<file path="config.mk">
export PLATFORM = sky130hd
export DESIGN_NAME = latency_stats_flat
export DESIGN_NICKNAME = d
export VERILOG_FILES = /design/src/rtl/latency_stats_if.sv /design/src/rtl/latency_stats.sv /design/src/flat_wrapper.sv
export SDC_FILE = /design/constraint.sdc
export NUM_CORES = 1
export LEC_CHECK = 0
export ABC_AREA = 0
export ABC_CLOCK_PERIOD_IN_PS = 4940
export CAP_MARGIN = 20
export CORE_MARGIN = 2
export CORE_UTILIZATION = 35
export CTS_CLUSTER_DIAMETER = 100
export CTS_CLUSTER_SIZE = 24
export DETAILED_ROUTE_END_ITERATION = 16
export SYNTH_ARGS = -nofsm -noshare
export SYNTH_HDL_FRONTEND = slang
export SYNTH_SLANG_ARGS = --single-unit
</file>
<file path="constraint.sdc">
create_clock -name clk -period 4.94 [get_ports clk]
set_input_delay 0.494 -clock clk [delete_from_list [all_inputs] [get_ports clk]]
set_output_delay 0.494 -clock clk [all_outputs]
set_load 0.005 [all_outputs]
</file>
<file path="src/rtl/latency_stats_if.sv">
// latency_stats_if: measurement inputs and statistics outputs of latency_stats
interface latency_stats_if #(
  parameter int WIDTH     = 16,
  parameter int CNT_WIDTH = 16,
  parameter int SUM_WIDTH = 32
);
  logic [WIDTH-1:0]     latency;
  logic                 running;
  logic                 enable;
  logic                 clear;
  logic [WIDTH-1:0]     last_latency;
  logic [WIDTH-1:0]     min_latency;
  logic [WIDTH-1:0]     max_latency;
  logic [SUM_WIDTH-1:0] sum_latency;
  logic [CNT_WIDTH-1:0] sample_count;
  logic                 stats_valid;
  logic                 sample_stb;
  logic                 sum_sat;
  logic                 count_sat;
  modport master (
    output latency, running, enable, clear,
    input  last_latency, min_latency, max_latency, sum_latency, sample_count,
           stats_valid, sample_stb, sum_sat, count_sat
  );
  modport slave (
    input  latency, running, enable, clear,
    output last_latency, min_latency, max_latency, sum_latency, sample_count,
           stats_valid, sample_stb, sum_sat, count_sat
  );
endinterface

</file>
<file path="src/rtl/latency_stats.sv">
// latency_stats: captures upstream latency at each measurement end and keeps
// last/min/max, saturating sum and count statistics.
module latency_stats #(
  parameter int WIDTH     = 16,
  parameter int CNT_WIDTH = 16,
  parameter int SUM_WIDTH = 32
) (
  input  logic           clk,
  input  logic           reset,
  latency_stats_if.slave bus
);
  typedef enum logic {IDLE, MEAS} state_e;
  state_e               state_q, state_d;
  logic                 running_d_q, rise, fall, capture;
  logic [WIDTH-1:0]     last_q, min_q, max_q;
  logic [SUM_WIDTH-1:0] sum_q;
  logic [SUM_WIDTH:0]   sum_add;
  logic [CNT_WIDTH-1:0] cnt_q, cnt_inc;
  logic                 valid_q, stb_q, sum_sat_q, cnt_sat_q;
  always_comb begin
    rise    = bus.running & ~running_d_q;
    fall    = ~bus.running & running_d_q;
    capture = (state_q == MEAS) && fall && !bus.clear;
    state_d = bus.clear ? IDLE :
              (state_q == IDLE && rise && bus.enable) ? MEAS :
              (state_q == MEAS && fall) ? IDLE : state_q;
    sum_add = (SUM_WIDTH+1)'(sum_q) + (SUM_WIDTH+1)'(bus.latency);
    cnt_inc = cnt_q + CNT_WIDTH'(1);
  end
  always_ff @(posedge clk) begin
    running_d_q <= reset ? 1'b0 : bus.running;
    if (reset || bus.clear) begin
      state_q   <= IDLE;
      last_q    <= '0;
      min_q     <= '1;
      max_q     <= '0;
      sum_q     <= '0;
      cnt_q     <= '0;
      valid_q   <= 1'b0;
      stb_q     <= 1'b0;
      sum_sat_q <= 1'b0;
      cnt_sat_q <= 1'b0;
    end else begin
      state_q <= state_d;
      stb_q   <= capture;
      if (capture) begin
        last_q  <= bus.latency;
        min_q   <= (bus.latency < min_q) ? bus.latency : min_q;
        max_q   <= (bus.latency > max_q) ? bus.latency : max_q;
        valid_q <= 1'b1;
        // sum and count freeze together once the count has saturated
        if (!cnt_sat_q) begin
          sum_q     <= sum_add[SUM_WIDTH] ? '1 : sum_add[SUM_WIDTH-1:0];
          sum_sat_q <= sum_sat_q | sum_add[SUM_WIDTH];
          cnt_q     <= cnt_inc;
          cnt_sat_q <= &cnt_inc;
        end
      end
    end
  end
  assign bus.last_latency = last_q;
  assign bus.min_latency  = min_q;
  assign bus.max_latency  = max_q;
  assign bus.sum_latency  = sum_q;
  assign bus.sample_count = cnt_q;
  assign bus.stats_valid  = valid_q;
  assign bus.sample_stb   = stb_q;
  assign bus.sum_sat      = sum_sat_q;
  assign bus.count_sat    = cnt_sat_q;
endmodule

</file>
<file path="src/flat_wrapper.sv">
// flat-port wrapper written by rule: the top's interface ports become plain ports
module latency_stats_flat 
#(
  parameter int WIDTH     = 16,
  parameter int CNT_WIDTH = 16,
  parameter int SUM_WIDTH = 32
)
  (clk, reset, bus_latency, bus_running, bus_enable, bus_clear, bus_last_latency, bus_min_latency, bus_max_latency, bus_sum_latency, bus_sample_count, bus_stats_valid, bus_sample_stb, bus_sum_sat, bus_count_sat);
  latency_stats_if #(.WIDTH(WIDTH), .CNT_WIDTH(CNT_WIDTH), .SUM_WIDTH(SUM_WIDTH)) bus_i ();
  input  logic clk;
  input  logic reset;
  input wire logic [$bits(bus_i.latency)-1:0] bus_latency;
  input wire logic [$bits(bus_i.running)-1:0] bus_running;
  input wire logic [$bits(bus_i.enable)-1:0] bus_enable;
  input wire logic [$bits(bus_i.clear)-1:0] bus_clear;
  output wire logic [$bits(bus_i.last_latency)-1:0] bus_last_latency;
  output wire logic [$bits(bus_i.min_latency)-1:0] bus_min_latency;
  output wire logic [$bits(bus_i.max_latency)-1:0] bus_max_latency;
  output wire logic [$bits(bus_i.sum_latency)-1:0] bus_sum_latency;
  output wire logic [$bits(bus_i.sample_count)-1:0] bus_sample_count;
  output wire logic [$bits(bus_i.stats_valid)-1:0] bus_stats_valid;
  output wire logic [$bits(bus_i.sample_stb)-1:0] bus_sample_stb;
  output wire logic [$bits(bus_i.sum_sat)-1:0] bus_sum_sat;
  output wire logic [$bits(bus_i.count_sat)-1:0] bus_count_sat;
  assign bus_i.latency = bus_latency;
  assign bus_i.running = bus_running;
  assign bus_i.enable = bus_enable;
  assign bus_i.clear = bus_clear;
  assign bus_last_latency = bus_i.last_latency;
  assign bus_min_latency = bus_i.min_latency;
  assign bus_max_latency = bus_i.max_latency;
  assign bus_sum_latency = bus_i.sum_latency;
  assign bus_sample_count = bus_i.sample_count;
  assign bus_stats_valid = bus_i.stats_valid;
  assign bus_sample_stb = bus_i.sample_stb;
  assign bus_sum_sat = bus_i.sum_sat;
  assign bus_count_sat = bus_i.count_sat;
  latency_stats #(.WIDTH(WIDTH), .CNT_WIDTH(CNT_WIDTH), .SUM_WIDTH(SUM_WIDTH)) u_core (.clk(clk), .reset(reset), .bus(bus_i));
endmodule
</file>
==> metrics.txt, run 1 <==
Initial Util 0.3601; Post-synth ARST share 0; Least-Margin Pin Slew a little over 0.9 ns; Synth Register Bits ~100; Skew-Pair Late Insertion Delay 0.35 ns; Seq/Total Area, Yosys 0.3544; CTS sink cnt 102; critical path data arrival time 3.59 ns; P_leak approximately 2.8 nW; dpl cell area 0.007149 mm^2; # hold bufs at CTS 0; Clock Tree Root clkbuf_16; FMAX between 200 and 300 MHz; Power Dens Cells 225.2 mW/mm^2; Top FF cell, synth dfxtp_1; worst-path fanout max 18; CP endpoint kind flip-flop; layout overhead on the synthesized area 30.08%; min-delay src u_core.bus.sum_sat; Overflow after GRT 0; Final nets 882; final worst slack 1.590 ns; RSZ-0062 raised after global routing no; setup_tns 0 ns; fin crit share 0.6782; H-Tree Level Count 3; Worst Hold Class reg2reg; Yosys warnings 0; Die Area 0.01750 mm^2; Initial DRC Count 284; design area 0.007495 mm^2; Setup Fix Bufs, Post-CTS 0; routed length per placed instance 15.92 um; drt pass-1 iters 5; Hold Violations, Final 0; Total GRT Usage 0.1901; status finished, final reports clean; final setup fails 0; dpl hpwl 12140 um; Cell Area, Synth 0.005762 mm^2; WS Path Type in2reg; Worst Skew roughly 0.0060 ns; startpoint types primary input; Worst Setup SP bus_latency[0]; pre-CTS setup slack roughly 1.2 ns; number of synthesized flops with an enable pin 0; Inserted Clock Buffers 9; largest net degree at the start of global routing 100; relative slew slack 0.3839; core area roughly 0.016 mm^2; via count 5393; Routed Antenna Nets 0; Post-Route WL around 16000 um; Port-buffer cells between 100 and 150; Max rail drop VDD 0.1864 mV; CTS resizes 0; Slew Viols, Final 0; Die Y 132.3 um; Clock Tree Buf Depth 2; post-synth cell types 62; TritonCTS clock tree built; routed vias/inst 5.226; Post-Syn Nets 776; number of global-route vias before repair 5214; DIE WIDTH 132.3 um; Pwr Total approximately 1.7 mW; Crit path required time 5.18 ns; Post-Syn Area per Cell 8.173 um^2; antenna diode count 0; routability cong. 0.8452; layout cells sized above 1 0.04779; Crit Reg-Reg Startpoint u_core.bus.sum_latency[0]; Worst-path clk slew 0.07 ns; first-pass GRT wire length 27070 um; Min Clock Period, post-route around 3.4 ns; maxcap violations 0; Post-Synthesis Cells 705; IO Pins 121; drt drc 0; FP Rows 46; initial antenna violation count 0
-- critical path, cell delays in order --
cell and delay (ns):
clkdlybuf4s50_1 0.52, ha_1 0.26, fa_1 0.40, a21oi_1 0.24, o21ai_2 0.11, a21oi_2 0.27
o31ai_1 0.18, a21oi_2 0.74, nand2_1 0.11, o221a_1 0.27
-- sequential cells by signal (all words and copies together) (netlist names) --
name / flops
u_core.state_q: 1
u_core.bus.sample_count: 16
u_core.bus.stats_valid: 1
u_core.bus.count_sat: 1
u_core.bus.min_latency: 16
u_core.bus.max_latency: 16
u_core.bus.sum_latency: 32
u_core.bus.sample_stb: 1
u_core.bus.last_latency: 16
u_core.bus.sum_sat: 1
u_core.running_d_q: 1
-- kinds of logic (layout without fill, tap and decap cells) --
family                     Yosys count  count (layout)  synth area share
buffers and inverters               76             187           0.05233
DFF                                102             102            0.3544
adders and majority gates           50              50            0.1099
muxes                               16              16           0.02780
AOI/OAI and AO/OA                  200             200            0.2137
xor gates and xnor gates            35              35           0.05320
and+or+nand+nor                    226             226            0.1887
-- cell usage in the layout, fill, tap and decap left out, types with 4 or more instances in the layout --
master           instances
a21o_1                  21
a21oi_1                 84
a21oi_2                  4
a31oi_1                  5
and3_1                   7
and4_1                   6
buf_4                    5
clkbuf_16                9
clkdlybuf4s50_1        120
dfxtp_1                102
ha_1                    49
inv_1                   43
mux2i_1                 16
nand2_1                 61
nand3_1                 28
nand4_1                 15
nor2_1                  69
nor2b_1                  4
nor3_1                   9
o211ai_1                 4
o21a_1                   8
o21ai_0                 44
o22ai_1                  4
or3_1                    4
xnor2_1                 12
xor2_1                  23
-- cells in the mapped netlist, drive strengths merged, types with 4 or more instances --
master,count,share of area
mux2i,16,0.028
o22ai,4,0.0043
nand3,28,0.024
a21o,21,0.027
and3,7,0.0076
o21ai,48,0.042
xor2,23,0.035
nor2b,4,0.0043
ha,49,0.11
nand4,15,0.016
and4,6,0.0091
or3,4,0.0043
nand2,61,0.040
dfxtp,102,0.35
a21oi,89,0.082
buf,7,0.0069
inv,43,0.028
nor3,10,0.0096
nor2,70,0.046
xnor2,12,0.018
o211ai,5,0.0074
a31oi,6,0.0076
clkbuf,26,0.017
o21a,8,0.010
-- area by class of cell --
cell class | count | area, um^2
Clock inverter | 5 | 63.81
Multi-Input combinational cell | 527 | 3426
Tap cell | 216 | 270.3
Timing Repair Buffer | 128 | 1289
Sequential cell | 102 | 2042
Clock buffer | 11 | 242.7
Fill cell | 1619 | 8506
Inverter | 43 | 161.4
-- metrics by stage --
stage	cells	utilization	hold WS [ns]
2_1_floorplan	705	-	0.4421
3_3_place_gp	1013	0.4461	0.4410
3_5_place_dp	1014	0.4468	0.4398
4_1_cts	1030	0.4660	0.4557
5_1_grt	1032	0.4684	0.4709
6_report	1032	0.4684	0.4558
-- metal layers --
| metal | global-route usage | up-vias | wire length, um |
|---|---|---|---|
| met5 | 0 | - | 0 |
| met4 | 0.05556 | 0 | 264 |
| met3 | 0.04421 | 15 | 865 |
| met2 | 0.3241 | 147 | 7914 |
| met1 | 0.2398 | 2524 | 7382 |
| li1 | - | 2707 | - |
-- power breakdown --
part	switching [mW]	internal (mW)	total (mW)
logic	0.0728	0.0483	0.121
clock network	0.330	0.413	0.743
registers	0.00104	0.823	0.824
total	0.404	1.28	1.69
-- path summary, 6_finish.rpt --
kind / end / slack [ns] / cells past startpoint
worst max-delay path: u_core.bus.sum_latency[19] / 1.59 / 10
worst min-delay path: u_core.bus.sum_sat / 0.46 / 2
worst max register to register: u_core.bus.sum_latency[19] / 1.94 / 9
worst min register to register: u_core.bus.sum_sat / 0.46 / 2
Power figures use the tool's default switching activity.
==> run 2: changes to the inputs <==
ABC_CLOCK_PERIOD_IN_PS = 2810   (was 4940)
clock period = 2.81 ns   (was 4.94 ns; I/O delays follow)
==> metrics.txt, run 2 (synthesis gave the netlist of run 1 again) <==
status finished, final reports clean; Critical Path End u_core.bus.sum_latency[23]; TritonCTS clock tree built; Hold Violations, Final 0; Min Clock Period, post-route 2.551 ns; Final nets 943; core area 0.01600 mm^2; H-Tree Level Count 3; DIE WIDTH 132.3 um; Total GRT Usage 0.1893; Worst Skew approximately 0.0056 ns; slowest CP cell or4_4; hold_ws around 0.45 ns; IO Pins 121; fin crit share 0.9079; initial antenna violation count 0; worst path cell trace clkdlybuf4s50_1 -> ha_1 -> fa_1 -> a21oi_1 -> o21ai_2 -> a21oi_2 -> o31a_1 -> or4_4 -> and4_1 -> nor3_2; Clock Tree Buf Depth 2; Worst Hold Class reg2reg; layout cells sized above 1 0.1130; R2R Setup Slk ~0.30 ns; routability cong. 0.8512; Initial Util 0.3601; via count 5609; critical path's largest stage delay 0.54 ns; CTS resizes 0; Port-buffer cells 120; Skew-Pair Late Insertion Delay 0.35 ns; drt pass-1 iters 4; min-delay src u_core.bus.last_latency[3]; Worst Setup SP bus_latency[0]; dpl hpwl 12990 um; Clock Tree Root clkbuf_16; CP delay by family, top simple AND/OR/NAND/NOR gates; FP Rows 46; reg2reg path depth 9; routed vias/inst 5.136; Least-Margin Pin Slew between 0.6 and 0.7 ns; final setup fails 0; P_leak 3.103 nW; antenna diode count 0; Overflow after GRT 0; # hold bufs at CTS 0; RSZ-0062 raised after global routing no; first-pass GRT wire length 26870 um; CTS sink cnt 102; Initial DRC Count 254; # fillers 1611; worst reg2reg endpoint u_core.bus.sum_latency[23]; worst-path fanout max 5; Die Y 132.3 um; final cell count without fillers roughly 1100; setup_tns 0 ns; maxcap violations 0; startpoint types primary input; critical path data arrival time 2.83 ns; routed length per placed instance 15.39 um; Worst-path clk slew around 0.07 ns; Slew Viols, Final 0; Largest register FFs 32; layout overhead on the synthesized area 37.42%; Pwr Total 2.895 mW; Setup Fix Bufs, Post-CTS 0; Crit path depth 10; WS Path Type in2reg; relative slew slack 0.5343; Worst Path Buf+Inv 1; CP endpoint kind flip-flop; Power Dens Cells 365.7 mW/mm^2; most common cell after layout, fill and taps aside clkdlybuf4s50_1; largest net degree at the start of global routing 44; Crit Reg-Reg Startpoint u_core.bus.sum_latency[0]; Inserted Clock Buffers 9; Die Area 0.01750 mm^2; Routed Antenna Nets 0; FMAX 392.0 MHz; drt drc 0; Crit path required time 3.09 ns; dpl cells 1077; Post-Route WL 16810 um; Max rail drop VDD 0.3368 mV; number of global-route vias before repair 5277; most frequent cells in the layout clkdlybuf4s50_1, dfxtp_1, a21oi_1
## run 2: layout make-up
| type | instances | area (um^2) | share of cell area |
|---|---|---|---|
| multi-input combinational | 527 | 3426 | 0.4327 |
| sequential | 102 | 2042 | 0.2579 |
| timing repair buffer | 189 | 1744 | 0.2203 |
| tap | 216 | 270.3 | 0.03413 |
| clock buffer | 10 | 229.0 | 0.02892 |
| inverter | 43 | 161.4 | 0.02039 |
| clock inverter | 5 | 45.04 | 0.005689 |
## run 2: how the worst min path moves through the flow
stage                     cells after the start                    endpoint  slack (ns)
final                                         2  u_core.bus.last_latency[3]        0.45
after global placement                        2  u_core.bus.last_latency[0]        0.44
after CTS                                     2  u_core.bus.last_latency[3]        0.46
after floorplan                               1          u_core.running_d_q        0.35
after detailed placement                      2  u_core.bus.last_latency[3]        0.45
after global routing                          2  u_core.bus.last_latency[2]        0.48
## run 2: metrics by stage
step | worst slack (ns) | instance area (um^2) | util
final | 0.2587 | 7918 | 0.4948
after CTS | 0.2651 | 7918 | 0.4948
after detailed placement | -0.1185 | 7644 | 0.4777
after global placement | -0.08947 | 7644 | 0.4777
after global routing | 0.08620 | 7918 | 0.4948
after floorplan | 0.3654 | 5762 | -
## run 2: layer usage
layer	vias to the layer above	wire [um]	global-route usage
met1	2628	7426	0.2281
met2	130	8176	0.3299
li1	2831	-	-
met4	0	308	0.05795
met3	20	895	0.05037
met5	-	0	0
## run 2: worst reg2reg max path, stage by stage (launching register included)
cell     delay, ns
dfxtp_1       0.38
ha_1          0.20
fa_1          0.21
a21oi_1       0.11
o21ai_2       0.19
a21oi_2       0.09
o31a_1        0.37
or4_4         0.54
and4_1        0.22
nor3_2        0.13
## run 2: power breakdown
part | internal [mW] | switching, mW
Clock | 0.609 | 0.581
Sequential | 1.45 | 0.00180
Combinational | 0.119 | 0.138
==> run 3: changes to the inputs <==
--- a/config.mk
+++ b/config.mk
@@ -14,4 +14,5 @@
 export CTS_CLUSTER_SIZE = 24
 export DETAILED_ROUTE_END_ITERATION = 16
+export SKIP_CTS_REPAIR_TIMING = 1
 export SYNTH_ARGS = -nofsm -noshare
 export SYNTH_HDL_FRONTEND = slang
==> constraint.sdc (replaced) <==
create_clock -name clk -period 2.81 [get_ports clk]
set_input_delay 0.562 -clock clk [delete_from_list [all_inputs] [get_ports clk]]
set_output_delay 0.562 -clock clk [all_outputs]
set_load 0.005 [all_outputs]
==> metrics.txt, run 3 (synthesis gave the netlist of run 1 again) <==
status finished, final reports clean; relative slew slack 0.5336; initial antenna violation count 0; Least-Margin Pin Slew roughly 0.70 ns; CP endpoint kind flip-flop; worst-path fanout max 4; dpl hpwl 13440 um; dpl cell area 0.007851 mm^2; core area 0.01600 mm^2; CP delay by family, top compound AO/OA/AOI/OAI gates; Slew Viols, Final 0; DIE WIDTH 132.3 um; FP Rows 46; min-delay src u_core.bus.sum_sat; reg2reg path depth 10; Crit path required time around 3.1 ns; H-Tree Level Count 3; critical path data arrival time around 3.0 ns; Post-Route WL 17680 um; routed vias/inst roughly 5.1; Port-buffer cells 120; layout overhead on the synthesized area 43.67%; routed length per placed instance 15.80 um; P_leak 3.290 nW; CTS sink cnt 102; WS Path Type in2reg; first-pass GRT wire length 28700 um; final setup fails 0; worst reg2reg endpoint u_core.bus.sum_latency[27]; critical path's largest stage delay 0.54 ns; R2R Setup Slk roughly 0.42 ns; fin crit share 0.9665; TritonCTS clock tree built; post-layout util 0.5174; Initial Util 0.3601; worst path cell trace clkdlybuf4s50_1 -> buf_4 -> ha_1 -> a21o_1 -> a21o_1 -> a21oi_4 -> a21o_1 -> inv_1 -> a2111oi_4 -> buf_4 -> mux2i_1; Inserted Clock Buffers 9; Hold Violations, Final 0; Hold Path Sink u_core.bus.sum_sat; drt pass-1 iters 5; number of global-route vias before repair 5666; Crit path depth 11; Final nets 970; Worst Skew ~0.0097 ns; Worst Path Buf+Inv 4; Clock Tree Buf Depth 2; Max rail drop VDD 0.2739 mV; Worst-path clk slew 0.07 ns; drt drc 0; hold_ws about 0.45 ns; Worst Hold Class reg2reg; Routed Antenna Nets 0; antenna diode count 0; hold depth 2; most frequent cells in the layout clkdlybuf4s50_1, dfxtp_1, buf_4; most common cell after layout, fill and taps aside clkdlybuf4s50_1; Largest register FFs 32; Min Clock Period, post-route between 2 and 3 ns; via count 5730; startpoint types primary input; routability cong. roughly 0.95; Total GRT Usage 0.2019; Initial DRC Count 264; Die Y 132.3 um; CP most frequent cell a21o_1; largest net degree at the start of global routing 68; FMAX 368.2 MHz; layout cells sized above 1 0.1595; Crit Reg-Reg Startpoint u_core.bus.sum_latency[0]; Power Dens Cells 355.3 mW/mm^2; IO Pins 121; Die Area 0.01750 mm^2; Overflow after GRT 0; Skew-Pair Late Insertion Delay approximately 0.36 ns; Clock Tree Root clkbuf_16; design area 0.008278 mm^2; slowest CP cell clkdlybuf4s50_1; maxcap violations 0
## run 3: changes by cell type in the layout (fill, tap and decap cells not counted), moves of 2 or more
cell             delta
a21oi_2             +4
ha_1                -6
buf_4              +24
a21oi_1             -4
clkinv_4            -2
buf_6               +2
clkdlybuf4s50_1     -5
dlymetal6s2s_1      +5
ha_4                +5
## run 3: layer usage
metal,vias up,part of all wire,global-route usage
met2,138,0.49,0.3492
met4,0,0.020,0.06272
met3,24,0.048,0.05075
li1,2889,-,-
met5,-,0,0
met1,2679,0.44,0.2468
## run 3: area by class of cell
type	instances	area [um^2]
timing repair buffer	216	1979
clock inverter	5	41.29
sequential	102	2042
tap	216	270.3
inverter	43	161.4
multi-input combinational	527	3545
clock buffer	10	239.0
fill	1530	7722
## run 3: through the flow
| step | setup TNS (ns) | setup slack [ns] | std cells | power [mW] |
|---|---|---|---|---|
| final | 0 | 0.09423 | 1119 | 2.941 |
| after global routing | -0.009895 | -0.005453 | 1119 | 3.070 |
| after CTS | -0.06781 | -0.05437 | 1118 | 2.976 |
| after detailed placement | -17.07 | -0.4155 | 1103 | 1.750 |
| after global placement | -13.39 | -0.3631 | 1103 | 1.744 |
| after floorplan | 0 | 0.2085 | 705 | 1.600 |
## run 3: how the worst max path moves through the flow
stage	startpoint	end
3_5_place_dp	bus_latency[0]	u_core.bus.sum_latency[23]
3_3_place_gp	bus_latency[0]	u_core.bus.sum_latency[23]
4_1_cts	bus_latency[0]	u_core.bus.sum_latency[23]
2_1_floorplan	bus_latency[9]	u_core.bus.min_latency[0]
5_1_grt	bus_latency[8]	u_core.bus.min_latency[14]
6_report	bus_latency[8]	u_core.bus.min_latency[14]
## run 3: power breakdown
group / switching (mW) / internal [mW] / leakage (nW)
registers: 0.00198 / 1.45 / 0.822
clock network: 0.586 / 0.632 / 0.137
logic: 0.144 / 0.132 / 2.33
## run 3: worst min-delay path, cell delays in order, from the launching register on
cell	delay, ns
dfxtp_1	0.32
inv_1	0.05
a21oi_1	0.05
